$ cat src/rtl/ram_access_controller.sv
// -----------------------------------------------------------------------------
// ram_access_controller
//
// Purpose
//   Shares one single-port 512x8 data RAM between an instruction-fetch
//   requester (If*) and a load/store requester (D*). A granted access is
//   sequenced as IDLE -> ISSUE -> WAIT -> GAP. MemMOV is high through ISSUE
//   and WAIT, and the controller waits for MemMOC in WAIT. GAP forces MemMOV
//   low for one cycle between accesses. Doubleword LDD/STD are split into two
//   word beats at A and A+4. Misaligned addresses, illegal opcodes and MOC
//   timeouts complete with a Done+Err pulse.
//
// Ports
//   Clk, Reset_n          clock, synchronous active-low reset
//   IfReq/IfAddr          fetch request (level) and word-aligned byte address
//   IfData/IfDone/IfErr   fetched word, one-cycle done pulse, error flag
//   DReq/DOP/DAddr        load/store request (level), opcode, byte address
//   DDataIn               store data ([63:32] is the first STD beat)
//   DDataOut/DDone/DErr   zero-extended load data, done pulse, error flag
//   MemMOV..MemOP         RAM strobe, direction (1=load), address, data, op
//   MemDataOut/MemMOC     RAM read data and completion
// -----------------------------------------------------------------------------
module ram_access_controller #(
  parameter int ADDR_W  = 9,
  parameter int TIMEOUT = 15
) (
  input  logic              Clk,
  input  logic              Reset_n,
  input  logic              IfReq,
  input  logic [ADDR_W-1:0] IfAddr,
  output logic [31:0]       IfData,
  output logic              IfDone,
  output logic              IfErr,
  input  logic              DReq,
  input  logic [5:0]        DOP,
  input  logic [ADDR_W-1:0] DAddr,
  input  logic [63:0]       DDataIn,
  output logic [63:0]       DDataOut,
  output logic              DDone,
  output logic              DErr,
  output logic              MemMOV,
  output logic              MemReadWrite,
  output logic [ADDR_W-1:0] MemAddress,
  output logic [31:0]       MemDataIn,
  output logic [5:0]        MemOP,
  input  logic [31:0]       MemDataOut,
  input  logic              MemMOC
);

  localparam logic [5:0] OP_LD   = 6'b001000;
  localparam logic [5:0] OP_LDUH = 6'b000010;
  localparam logic [5:0] OP_LDUB = 6'b000001;
  localparam logic [5:0] OP_LDD  = 6'b000011;
  localparam logic [5:0] OP_ST   = 6'b000100;
  localparam logic [5:0] OP_STH  = 6'b000110;
  localparam logic [5:0] OP_STB  = 6'b000101;
  localparam logic [5:0] OP_STD  = 6'b000111;

  localparam int TMR_W = $clog2(TIMEOUT + 1);

  typedef enum logic [1:0] {
    S_IDLE,
    S_ISSUE,
    S_WAIT,
    S_GAP
  } state_e;

  typedef enum logic {
    PORT_IF,
    PORT_D
  } port_e;

  // Sequencer state
  state_e             state_q;
  port_e              last_gnt_q;
  port_e              port_q;
  logic [5:0]         op_q;
  logic [ADDR_W-1:0]  addr_q;
  logic               load_q;
  logic               double_q;
  logic               beat_q;
  logic               more_q;
  logic [31:0]        wdata_lo_q;
  logic [31:0]        rdata_hi_q;
  logic [TMR_W-1:0]   timer_q;

  // Registered outputs
  logic [31:0]        if_data_q;
  logic               if_done_q;
  logic               if_err_q;
  logic [63:0]        d_data_q;
  logic               d_done_q;
  logic               d_err_q;
  logic               mem_mov_q;
  logic               mem_rw_q;
  logic [ADDR_W-1:0]  mem_addr_q;
  logic [31:0]        mem_din_q;
  logic [5:0]         mem_op_q;

  // Opcode decode for the D port
  logic d_legal;
  logic d_aligned;
  logic d_load;
  logic d_double;

  always_comb begin
    // NOTE: every combinational output is given a default before the case so
    // that no path leaves it unassigned; an unassigned path would infer a latch.
    d_legal   = 1'b1;
    d_aligned = 1'b1;
    d_load    = 1'b1;
    d_double  = 1'b0;
    case (DOP)
      OP_LD:   d_aligned = (DAddr[1:0] == 2'b00);
      OP_LDUH: d_aligned = ~DAddr[0];
      OP_LDUB: d_aligned = 1'b1;
      OP_LDD: begin
        d_aligned = (DAddr[2:0] == 3'b000);
        d_double  = 1'b1;
      end
      OP_ST: begin
        d_aligned = (DAddr[1:0] == 2'b00);
        d_load    = 1'b0;
      end
      OP_STH: begin
        d_aligned = ~DAddr[0];
        d_load    = 1'b0;
      end
      OP_STB: d_load = 1'b0;
      OP_STD: begin
        d_aligned = (DAddr[2:0] == 3'b000);
        d_load    = 1'b0;
        d_double  = 1'b1;
      end
      default: d_legal = 1'b0;
    endcase
  end

  // Round-robin grant. A port whose Done is currently showing is not eligible,
  // so a requester that has not yet dropped its level request is never
  // re-served and Done cannot stretch past one cycle.
  logic if_elig;
  logic d_elig;
  logic gnt_if;
  logic gnt_d;

  always_comb begin
    if_elig = IfReq & ~if_done_q;
    d_elig  = DReq & ~d_done_q;
    gnt_d   = d_elig & (~if_elig | (last_gnt_q == PORT_IF));
    gnt_if  = if_elig & ~gnt_d;
  end

  // Final load data for the D port, shaped by the latched opcode.
  logic [63:0] d_load_data;

  always_comb begin
    d_load_data = {32'b0, MemDataOut};
    if (double_q) begin
      d_load_data = {rdata_hi_q, MemDataOut};
    end else if (op_q == OP_LDUH) begin
      d_load_data = {48'b0, MemDataOut[15:0]};
    end else if (op_q == OP_LDUB) begin
      d_load_data = {56'b0, MemDataOut[7:0]};
    end
  end

  logic wait_timeout;
  assign wait_timeout = (timer_q == TMR_W'(TIMEOUT - 1));

  always_ff @(posedge Clk) begin
    // NOTE: all state here is updated with non-blocking assignments so every
    // register samples pre-edge values, independent of statement order.
    if (!Reset_n) begin
      state_q    <= S_IDLE;
      last_gnt_q <= PORT_IF;
      port_q     <= PORT_IF;
      op_q       <= '0;
      addr_q     <= '0;
      load_q     <= 1'b0;
      double_q   <= 1'b0;
      beat_q     <= 1'b0;
      more_q     <= 1'b0;
      wdata_lo_q <= '0;
      rdata_hi_q <= '0;
      timer_q    <= '0;
      if_data_q  <= '0;
      if_done_q  <= 1'b0;
      if_err_q   <= 1'b0;
      d_data_q   <= '0;
      d_done_q   <= 1'b0;
      d_err_q    <= 1'b0;
      mem_mov_q  <= 1'b0;
      mem_rw_q   <= 1'b0;
      mem_addr_q <= '0;
      mem_din_q  <= '0;
      mem_op_q   <= '0;
    end else begin
      // Done/Err are pulses: cleared every cycle unless set below.
      if_done_q <= 1'b0;
      if_err_q  <= 1'b0;
      d_done_q  <= 1'b0;
      d_err_q   <= 1'b0;

      case (state_q)
        S_IDLE: begin
          if (gnt_if) begin
            last_gnt_q <= PORT_IF;
            if (IfAddr[1:0] != 2'b00) begin
              if_done_q <= 1'b1;
              if_err_q  <= 1'b1;
            end else begin
              port_q     <= PORT_IF;
              op_q       <= OP_LD;
              addr_q     <= IfAddr;
              load_q     <= 1'b1;
              double_q   <= 1'b0;
              beat_q     <= 1'b0;
              more_q     <= 1'b0;
              mem_mov_q  <= 1'b1;
              mem_rw_q   <= 1'b1;
              mem_addr_q <= IfAddr;
              mem_op_q   <= OP_LD;
              mem_din_q  <= '0;
              state_q    <= S_ISSUE;
            end
          end else if (gnt_d) begin
            last_gnt_q <= PORT_D;
            if (!d_legal || !d_aligned) begin
              d_done_q <= 1'b1;
              d_err_q  <= 1'b1;
            end else begin
              port_q     <= PORT_D;
              op_q       <= DOP;
              addr_q     <= DAddr;
              load_q     <= d_load;
              double_q   <= d_double;
              beat_q     <= 1'b0;
              more_q     <= 1'b0;
              wdata_lo_q <= DDataIn[31:0];
              mem_mov_q  <= 1'b1;
              mem_rw_q   <= d_load;
              mem_addr_q <= DAddr;
              // Doubleword beats are issued to the RAM as plain word ops.
              if (d_double) begin
                mem_op_q <= d_load ? OP_LD : OP_ST;
              end else begin
                mem_op_q <= DOP;
              end
              if (d_load) begin
                mem_din_q <= '0;
              end else if (d_double) begin
                mem_din_q <= DDataIn[63:32];
              end else begin
                mem_din_q <= DDataIn[31:0];
              end
              state_q <= S_ISSUE;
            end
          end
        end

        S_ISSUE: begin
          timer_q <= '0;
          state_q <= S_WAIT;
        end

        S_WAIT: begin
          if (MemMOC && double_q && !beat_q) begin
            // First beat of a doubleword: keep its data, no Done yet.
            rdata_hi_q <= MemDataOut;
            more_q     <= 1'b1;
            mem_mov_q  <= 1'b0;
            state_q    <= S_GAP;
          end else if (MemMOC || wait_timeout) begin
            // Completion or abort; an abort drops any remaining beat.
            mem_mov_q <= 1'b0;
            state_q   <= S_GAP;
            if (port_q == PORT_IF) begin
              if_done_q <= 1'b1;
              if_err_q  <= ~MemMOC;
              if (MemMOC) begin
                if_data_q <= MemDataOut;
              end
            end else begin
              d_done_q <= 1'b1;
              d_err_q  <= ~MemMOC;
              if (MemMOC && load_q) begin
                d_data_q <= d_load_data;
              end
            end
          end else begin
            timer_q <= timer_q + TMR_W'(1);
          end
        end

        S_GAP: begin
          if (more_q) begin
            more_q     <= 1'b0;
            beat_q     <= 1'b1;
            mem_mov_q  <= 1'b1;
            mem_addr_q <= addr_q + ADDR_W'(4);
            if (!load_q) begin
              mem_din_q <= wdata_lo_q;
            end
            state_q <= S_ISSUE;
          end else begin
            state_q <= S_IDLE;
          end
        end

        default: state_q <= S_IDLE;
      endcase
    end
  end

  assign IfData       = if_data_q;
  assign IfDone       = if_done_q;
  assign IfErr        = if_err_q;
  assign DDataOut     = d_data_q;
  assign DDone        = d_done_q;
  assign DErr         = d_err_q;
  assign MemMOV       = mem_mov_q;
  assign MemReadWrite = mem_rw_q;
  assign MemAddress   = mem_addr_q;
  assign MemDataIn    = mem_din_q;
  assign MemOP        = mem_op_q;

endmodule

$ cat config.mk
export PLATFORM = sky130hd
export DESIGN_NAME = ram_access_controller
export DESIGN_NICKNAME = d
export VERILOG_FILES = /design/src/rtl/ram_access_controller.sv
export SDC_FILE = /design/constraint.sdc
export NUM_CORES = 1
export LEC_CHECK = 0
export CAP_MARGIN = 5
export CORE_MARGIN = 2
export CORE_UTILIZATION = 49
export CTS_CLUSTER_SIZE = 30
export DETAILED_ROUTE_END_ITERATION = 8
export PLACE_DENSITY = 0.88
export RECOVER_POWER = 100
export SLEW_MARGIN = 10
export SYNTH_ARGS = -nofsm -noshare
export SYNTH_HDL_FRONTEND = slang
export SYNTH_SLANG_ARGS = --single-unit
export TNS_END_PERCENT = 50
$ cat constraint.sdc
create_clock -name Clk -period 2.4 [get_ports Clk]
set_input_delay 0.6 -clock Clk [delete_from_list [all_inputs] [get_ports Clk]]
set_output_delay 0.6 -clock Clk [all_outputs]
set_load 0.03 [all_outputs]
==> impl_metrics.tcl, run 1 <==
set metrics [dict create \
    status "finished, final reports clean" \
    crit_arrival_ns 1.73 \
    routed_via_density 5.62 \
    cts_tree "yes" \
    cts-root-buf "clkbuf_16" \
    area_growth_syn_to_layout_pct 40.1 \
    clk_path_buf_depth 3 \
    cp_slowest_cell "clkdlybuf4s50_1" \
    drt.antenna.violating_nets 0 \
    drc_errors 0 \
    grt_max_degree 118 \
    die_h_um 148 \
    synthFlopType "dfxtp_1" \
    critPathRequiredTime_ns 1.80 \
    min_from "DDataOut[40]" \
    drive_gt1_share_pct 8.37 \
    path_class "reg -> out" \
    drv_cap 0 \
    ys_ff_latch 239 \
    p_leak_nw 5.72 \
    fp.dieW_um 148 \
    antenna_found_initial 1 \
    worstSkewPairLatency_ns 0.53 \
    tns_ns 0 \
    dr_total_vias 9982 \
    grt_usage_pct 27.0 \
    die-area_um2 22000 \
    slew_violations 0 \
    grtUsageMet2_pct 46.4 \
    ys_seq_area_share_pct 46.8 \
    synth.most_common_cell "nand2_1" \
    critPathTopFamily "buffers and inverters" \
    synth_warnings 0 \
    period_needed_ns 2.33 \
    final.period_utilization_pct 97.1 \
    rr_startpoint "state_q[0]" \
    synthCells 1228 \
    synth-edff-count 0 \
    cts_resized 0 \
    wl_um 30900 \
    synthesis.area_um2 10200 \
    ios 274 \
    htreeDepth 1 \
    path_clk_slew_ns 0.07 \
    portBuffers 273 \
    rows 52 \
    cts_setup_buffers 0 \
    p_per_area_nw_per_um2 738 \
    clock_power_share_pct 40.2 \
    skew_ns 0.0164 \
    fin_nets 1618 \
    top_usage_layer "met2" \
    synth_nets 1360 \
    vdd_drop_max_uv 530 \
    fmax_ghz 0.429 \
    grt_pass1_vias 9683 \
    grtUsageMet3_pct 4.75 \
    hpwl_um 20900 \
    critPathMaxStageDelay_ns 0.76 \
    cts_hold_buf 0 \
    dr.first_iter.drc_count 668 \
    dr.pass1.iters 5 \
    synth_top_area_share_pct 46.8 \
    yosysTopAreaCell "dfxtp_1" \
    numCtsBuffers 25 \
    power.total_w 0.0106 \
    grt_first_pass_wirelength_um 49000 \
    clock-sinks 239 \
    final_util_pct 70.3 \
    start_util_pct 50.2 \
    synth_cell_type_count 58 \
    avgRoutedWirePerCell_um 17.4 \
    rsz0062_at_grt "no" \
    combinationalPowerShare_pct 19.8 \
    synth_top_cells_by_count "358 x nand2_1, 239 x dfxtp_1, 117 x a21oi_1" \
    syn_avg_cell_area_um2 8.32 \
    synth_async_sr_flop_share_pct 0 \
    crit_fanout 4 \
    power.switching_w 0.00289 \
    synthTopCellsByArea "dfxtp_1 47%, nand2_1 13%, mux2i_1 8.3%, a21oi_1 5.7%, a221o_1 3.1%" \
    hold_violations 0 \
    worstPathCellList "clkdlybuf4s50_1" \
    core_um2 20400 \
    worst_slew_pin_slew_ns 0.710 \
    hold_path.class "reg -> reg" \
    use_met1_pct 33.0 \
    relSlewSlack_pct 52.7 \
    cp_num_buf_inv 1 \
    p_int_w 0.00767 \
    endpoint_kind "primary output" \
    worstSetupStartpoint "MemReadWrite" \
    place_congestion 0.897 \
    grt-ovfl-total 0 \
    finalSetupViolations 0 \
    switching_share_pct 27.4 \
    startpoint_type "flip-flop" \
    p_seq_share_pct 40.0 \
]
[registers in the layout (all words and copies together), names as in the netlist, 2 cells and up]
name,cells
wdata_lo_q,32
MemOP,6
addr_q,9
MemDataIn,32
MemAddress,9
IfData,32
state_q,2
rdata_hi_q,32
DDataOut,64
op_q,6
timer_q,4
[stage by stage]
stage	hold slack [ns]	cell area, um2	instances	setup WS, ns
after global placement	0.438	13500	1729	-0.251
final	0.449	14300	1776	0.0704
after floorplan	0.434	10200	1228	0.238
after CTS	0.453	14400	1775	0.0926
after global routing	0.467	14300	1776	0.0509
after detailed placement	0.447	13500	1729	-0.285
[layer usage]
metal  part of all wire (%)  routed length, um  vias to the layer above
met4                    4.9               1520                        0
li1                       -                  -                     4745
met3                    7.0               2150                       94
met5                      0                  0                        -
met2                     48              14700                      390
met1                     40              12500                     4753
[cells in the final DEF (no fill, tap or decap), drive strengths merged, types with 5 or more instances in the layout]
cell type and instances:
mux2 11, o21ai 48, bufinv 5, a22oi 24, clkdlybuf4s50 122, nand2 358, a21boi 32, clkbuf 39
nand3 41, and3 8, clkinv 5, nor2 41, a221o 32, a21oi 118, dfxtp 239, dlygate4sd3 150
ha 7, inv 13, mux2i 85, buf 50, nor3 9
[power groups by stage]
stage | Combinational [W] | Clock [W] | Sequential (W)
3_5_place_dp | 0.00213 | 0 | 0.00432
3_3_place_gp | 0.00210 | 0 | 0.00431
5_1_grt | 0.00220 | 0.00446 | 0.00424
4_1_cts | 0.00216 | 0.00430 | 0.00423
2_1_floorplan | 0.00101 | 0 | 0.00453
6_report | 0.00209 | 0.00425 | 0.00422
[worst paths after layout]
kind                   to  slack [ns]  cells after the start
max reg2reg  DDataOut[46]        0.23                      7
max          MemReadWrite        0.07                      1
min          DDataOut[40]        0.45                      2
min reg2reg  DDataOut[40]        0.45                      2
[cell type report]
type | instances | area [um2]
Antenna cell | 1 | 2.50
Clock buffer | 33 | 716
Clock inverter | 13 | 199
Fill cell | 1574 | 6050
Inverter | 12 | 47.5
Multi-Input combinational cell | 880 | 4970
Sequential cell | 239 | 4780
Tap cell | 270 | 338
Timing Repair Buffer | 328 | 3250
[cells by family after synthesis]
group	after synthesis	share of synthesized area, %
adders and majority gates	7	0.857
and+or+nand+nor	483	19.4
DFF	239	46.8
AOI/OAI and AO/OA	288	18.4
muxes	96	9.54
xor gates and xnor gates	6	0.514
buffers and inverters	109	4.46
No activity file was read; power rests on OpenSTA's default activity.
==> run 2, diff against run 1 <==
ABC_AREA = 1   (was unset)
PLACE_DENSITY = 0.87   (was 0.88)
==> run 2 against run 1 <==
Die area rose by 4.8%. Combinational power rose to 2.8 times the previous value. Clock-buffer cell count up 3. Cell count increased by 19%. Clock power decreased by 5.6%. Worst setup slack better by 0.011 ns. First-iteration DRC count increased by 12%. Synthesized cell count up 28%. Worst hold slack got worse by 0.014 ns. Design area rose by 2.2%. Flip-flop and latch count is the same.
==> impl_metrics.tcl, run 2 <==
set metrics [dict create \
    status "finished, final reports clean" \
    multi_input_area_um2 4650 \
    place_congestion 0.867 \
    rsz0062_at_grt "no" \
    fmax_ghz 0.431 \
    path_clk_slew_ns 0.06 \
    p_leak_nw 6.49 \
    final_cell_mix "445 x nand2_1, 239 x dfxtp_1, 222 x inv_1" \
    fillers 1790 \
    dr.pass1.iters 5 \
    synth_top_cells_by_count "443 x nand2_1, 239 x dfxtp_1, 222 x inv_1" \
    grt-ovfl-total 0 \
    routed_via_density 5.13 \
    crit_fanout 4 \
    rr_startpoint "state_q[0]" \
    crit_arrival_ns 1.72 \
    synth_warnings 0 \
    hold_violations 0 \
    slew_violations 0 \
    hold_path.class "reg -> reg" \
    critPathRequiredTime_ns 1.80 \
    drv_cap 0 \
    syn_avg_cell_area_um2 6.83 \
    die-area_um2 23100 \
    synth_top_area_share_pct 44.6 \
    cts_tree "yes" \
    critPathTopFamily "buffers and inverters" \
    yosysTopAreaCell "dfxtp_1" \
    final.period_utilization_pct 96.6 \
    dr_total_vias 10800 \
    worst_slew_pin_slew_ns 0.718 \
    area_growth_syn_to_layout_pct 36.4 \
    synthFlopType "dfxtp_1" \
    ys_ff_latch 239 \
    clock-sinks 239 \
    core_um2 21600 \
    grt_usage_pct 26.1 \
    ios 274 \
    synth_async_sr_flop_share_pct 0 \
    ys_seq_area_share_pct 44.6 \
    cts-root-buf "clkbuf_16" \
    synthesis.area_um2 10700 \
    endpoint_kind "primary output" \
    drc_errors 0 \
    p_per_area_nw_per_um2 1000 \
    worst_hold_slack_ns 0.436 \
    whs_endpoint "MemOP[5]" \
    worstSkewPairLatency_ns 0.53 \
    synthCells 1570 \
    rows 54 \
    cp_slowest_cell "clkdlybuf4s50_1" \
    drt.antenna.violating_nets 0 \
    place_area_um2 13900 \
    grt_max_degree 130 \
    critPathMaxStageDelay_ns 0.76 \
    cp_num_buf_inv 1 \
    period_needed_ns 2.32 \
    synthTopCellsByArea "dfxtp_1 45%, nand2_1 16%, a21oi_1 8.4%, inv_1 7.8%, o21ai_0 5.6%" \
    hpwl_um 21100 \
    startpoint_type "flip-flop" \
    grt_pass1_vias 10300 \
    worstHoldPathCells 2 \
    r2r_end "IfData[3]" \
    wl_um 31400 \
    antenna_found_initial 2 \
    drive_gt1_share_pct 5.63 \
    min_from "MemOP[5]" \
    worst-r2r-setup-slack_ns 0.21 \
    synth_nets 1702 \
    clk_path_buf_depth 3 \
    htreeDepth 1 \
    start_util_pct 49.6 \
    seq_area_um2 4780 \
    fp.dieW_um 152 \
    layout_commonest_cell "nand2_1" \
    grt_first_pass_wirelength_um 51300 \
    fin_ws_ns 0.0814 \
    fin_nets 1944 \
    portBuffers 273 \
    numCtsBuffers 24 \
    largest_register_ffs 64 \
    dr.first_iter.drc_count 751 \
    place_worst_setup_slack_ns -0.0940 \
    vdd_drop_max_uv 686 \
    path_class "reg -> out" \
    synth.most_common_cell "nand2_1" \
    stdcell_area_um2 14600 \
    die_h_um 152 \
    avgRoutedWirePerCell_um 14.9 \
    rr_worst_depth 8 \
    finalSetupViolations 0 \
    cts_setup_buffers 0 \
    skew_ns 0.0204 \
    relSlewSlack_pct 52.2 \
    synth_cell_type_count 35 \
    worstPathCellList "clkdlybuf4s50_1" \
    synth-edff-count 0 \
]
run 2: worst max-delay path by stage:
stage	cells past startpoint	from	slack, ns	to
3_5_place_dp	10	DOP[3]	-0.09	state_q[1]
5_1_grt	15	DOP[3]	0.03	MemDataIn[30]
4_1_cts	1	MemReadWrite	0.06	MemReadWrite
3_3_place_gp	11	DOP[3]	-0.03	state_q[1]
6_report	1	MemReadWrite	0.08	MemReadWrite
2_1_floorplan	9	DOP[5]	0.57	double_q
run 2: layout make-up:
cell class,instances,area share [%]
inverter,229,5.89
sequential,239,32.7
multi-input combinational,1001,31.8
timing repair buffer,317,21.4
clock buffer,36,4.96
tap,280,2.40
clock inverter,8,0.881
antenna,1,0.0171
run 2: worst register-to-register path, delay by kind of cell (launching register included):
family | cells | cell delay [ns]
AND/OR/NAND/NOR | 2 | 0.15
adder cells (fa/ha/maj) | 1 | 0.29
AO/OA/AOI/OAI | 2 | 0.43
buffers and inverters | 3 | 0.79
flip-flops | 1 | 0.46
run 2: timing repair:
| action | in CTS | in global routing |
|---|---|---|
| endpoints found under the setup margin | 0 | 3 |
| hold buffers | 0 | 0 |
| gates resized for setup | 0 | 1 |
run 2: report_power, final:
group          switching (W)  internal (W)  leakage [nW]
clock                0.00160       0.00242         0.419
sequential          0.000327       0.00456          1.94
combinational        0.00370       0.00209          4.13
total                0.00562       0.00907          6.49
run 2: cell families (layout without fill, tap and decap cells):
kind of cell / count (synthesis) / after routing / share of synthesized area [%]
AOI/OAI and AO/OA: 306 / 306 / 14.5
xor gates and xnor gates: 2 / 2 / 0.163
adders and majority gates: 7 / 7 / 0.817
buffers and inverters: 330 / 590 / 12.0
DFF: 239 / 239 / 44.6
muxes: 6 / 6 / 0.560
other: 0 / 1 / 0
and+or+nand+nor: 680 / 680 / 27.3
run 2: stage by stage:
stage	instances	utilization, %	power (W)	TNS [ns]
global route	2111	67.6	0.0156	0
finish	2111	67.6	0.0147	0
floorplan	1570	-	0.00873	0
CTS	2110	68.1	0.0150	0
detailed placement	2066	64.2	0.0110	-3.65
global placement	2066	64.2	0.0108	-0.0326
run 2: routing by layer:
| metal | vias to the layer above | GRT usage, % | part of all wire [%] |
|---|---|---|---|
| met2 | 427 | 43.7 | 47 |
| met3 | 71 | 6.73 | 8.9 |
| met1 | 4900 | 32.3 | 40 |
| met5 | - | 0 | 0 |
| li1 | 5423 | - | - |
| met4 | 0 | 10.0 | 3.5 |
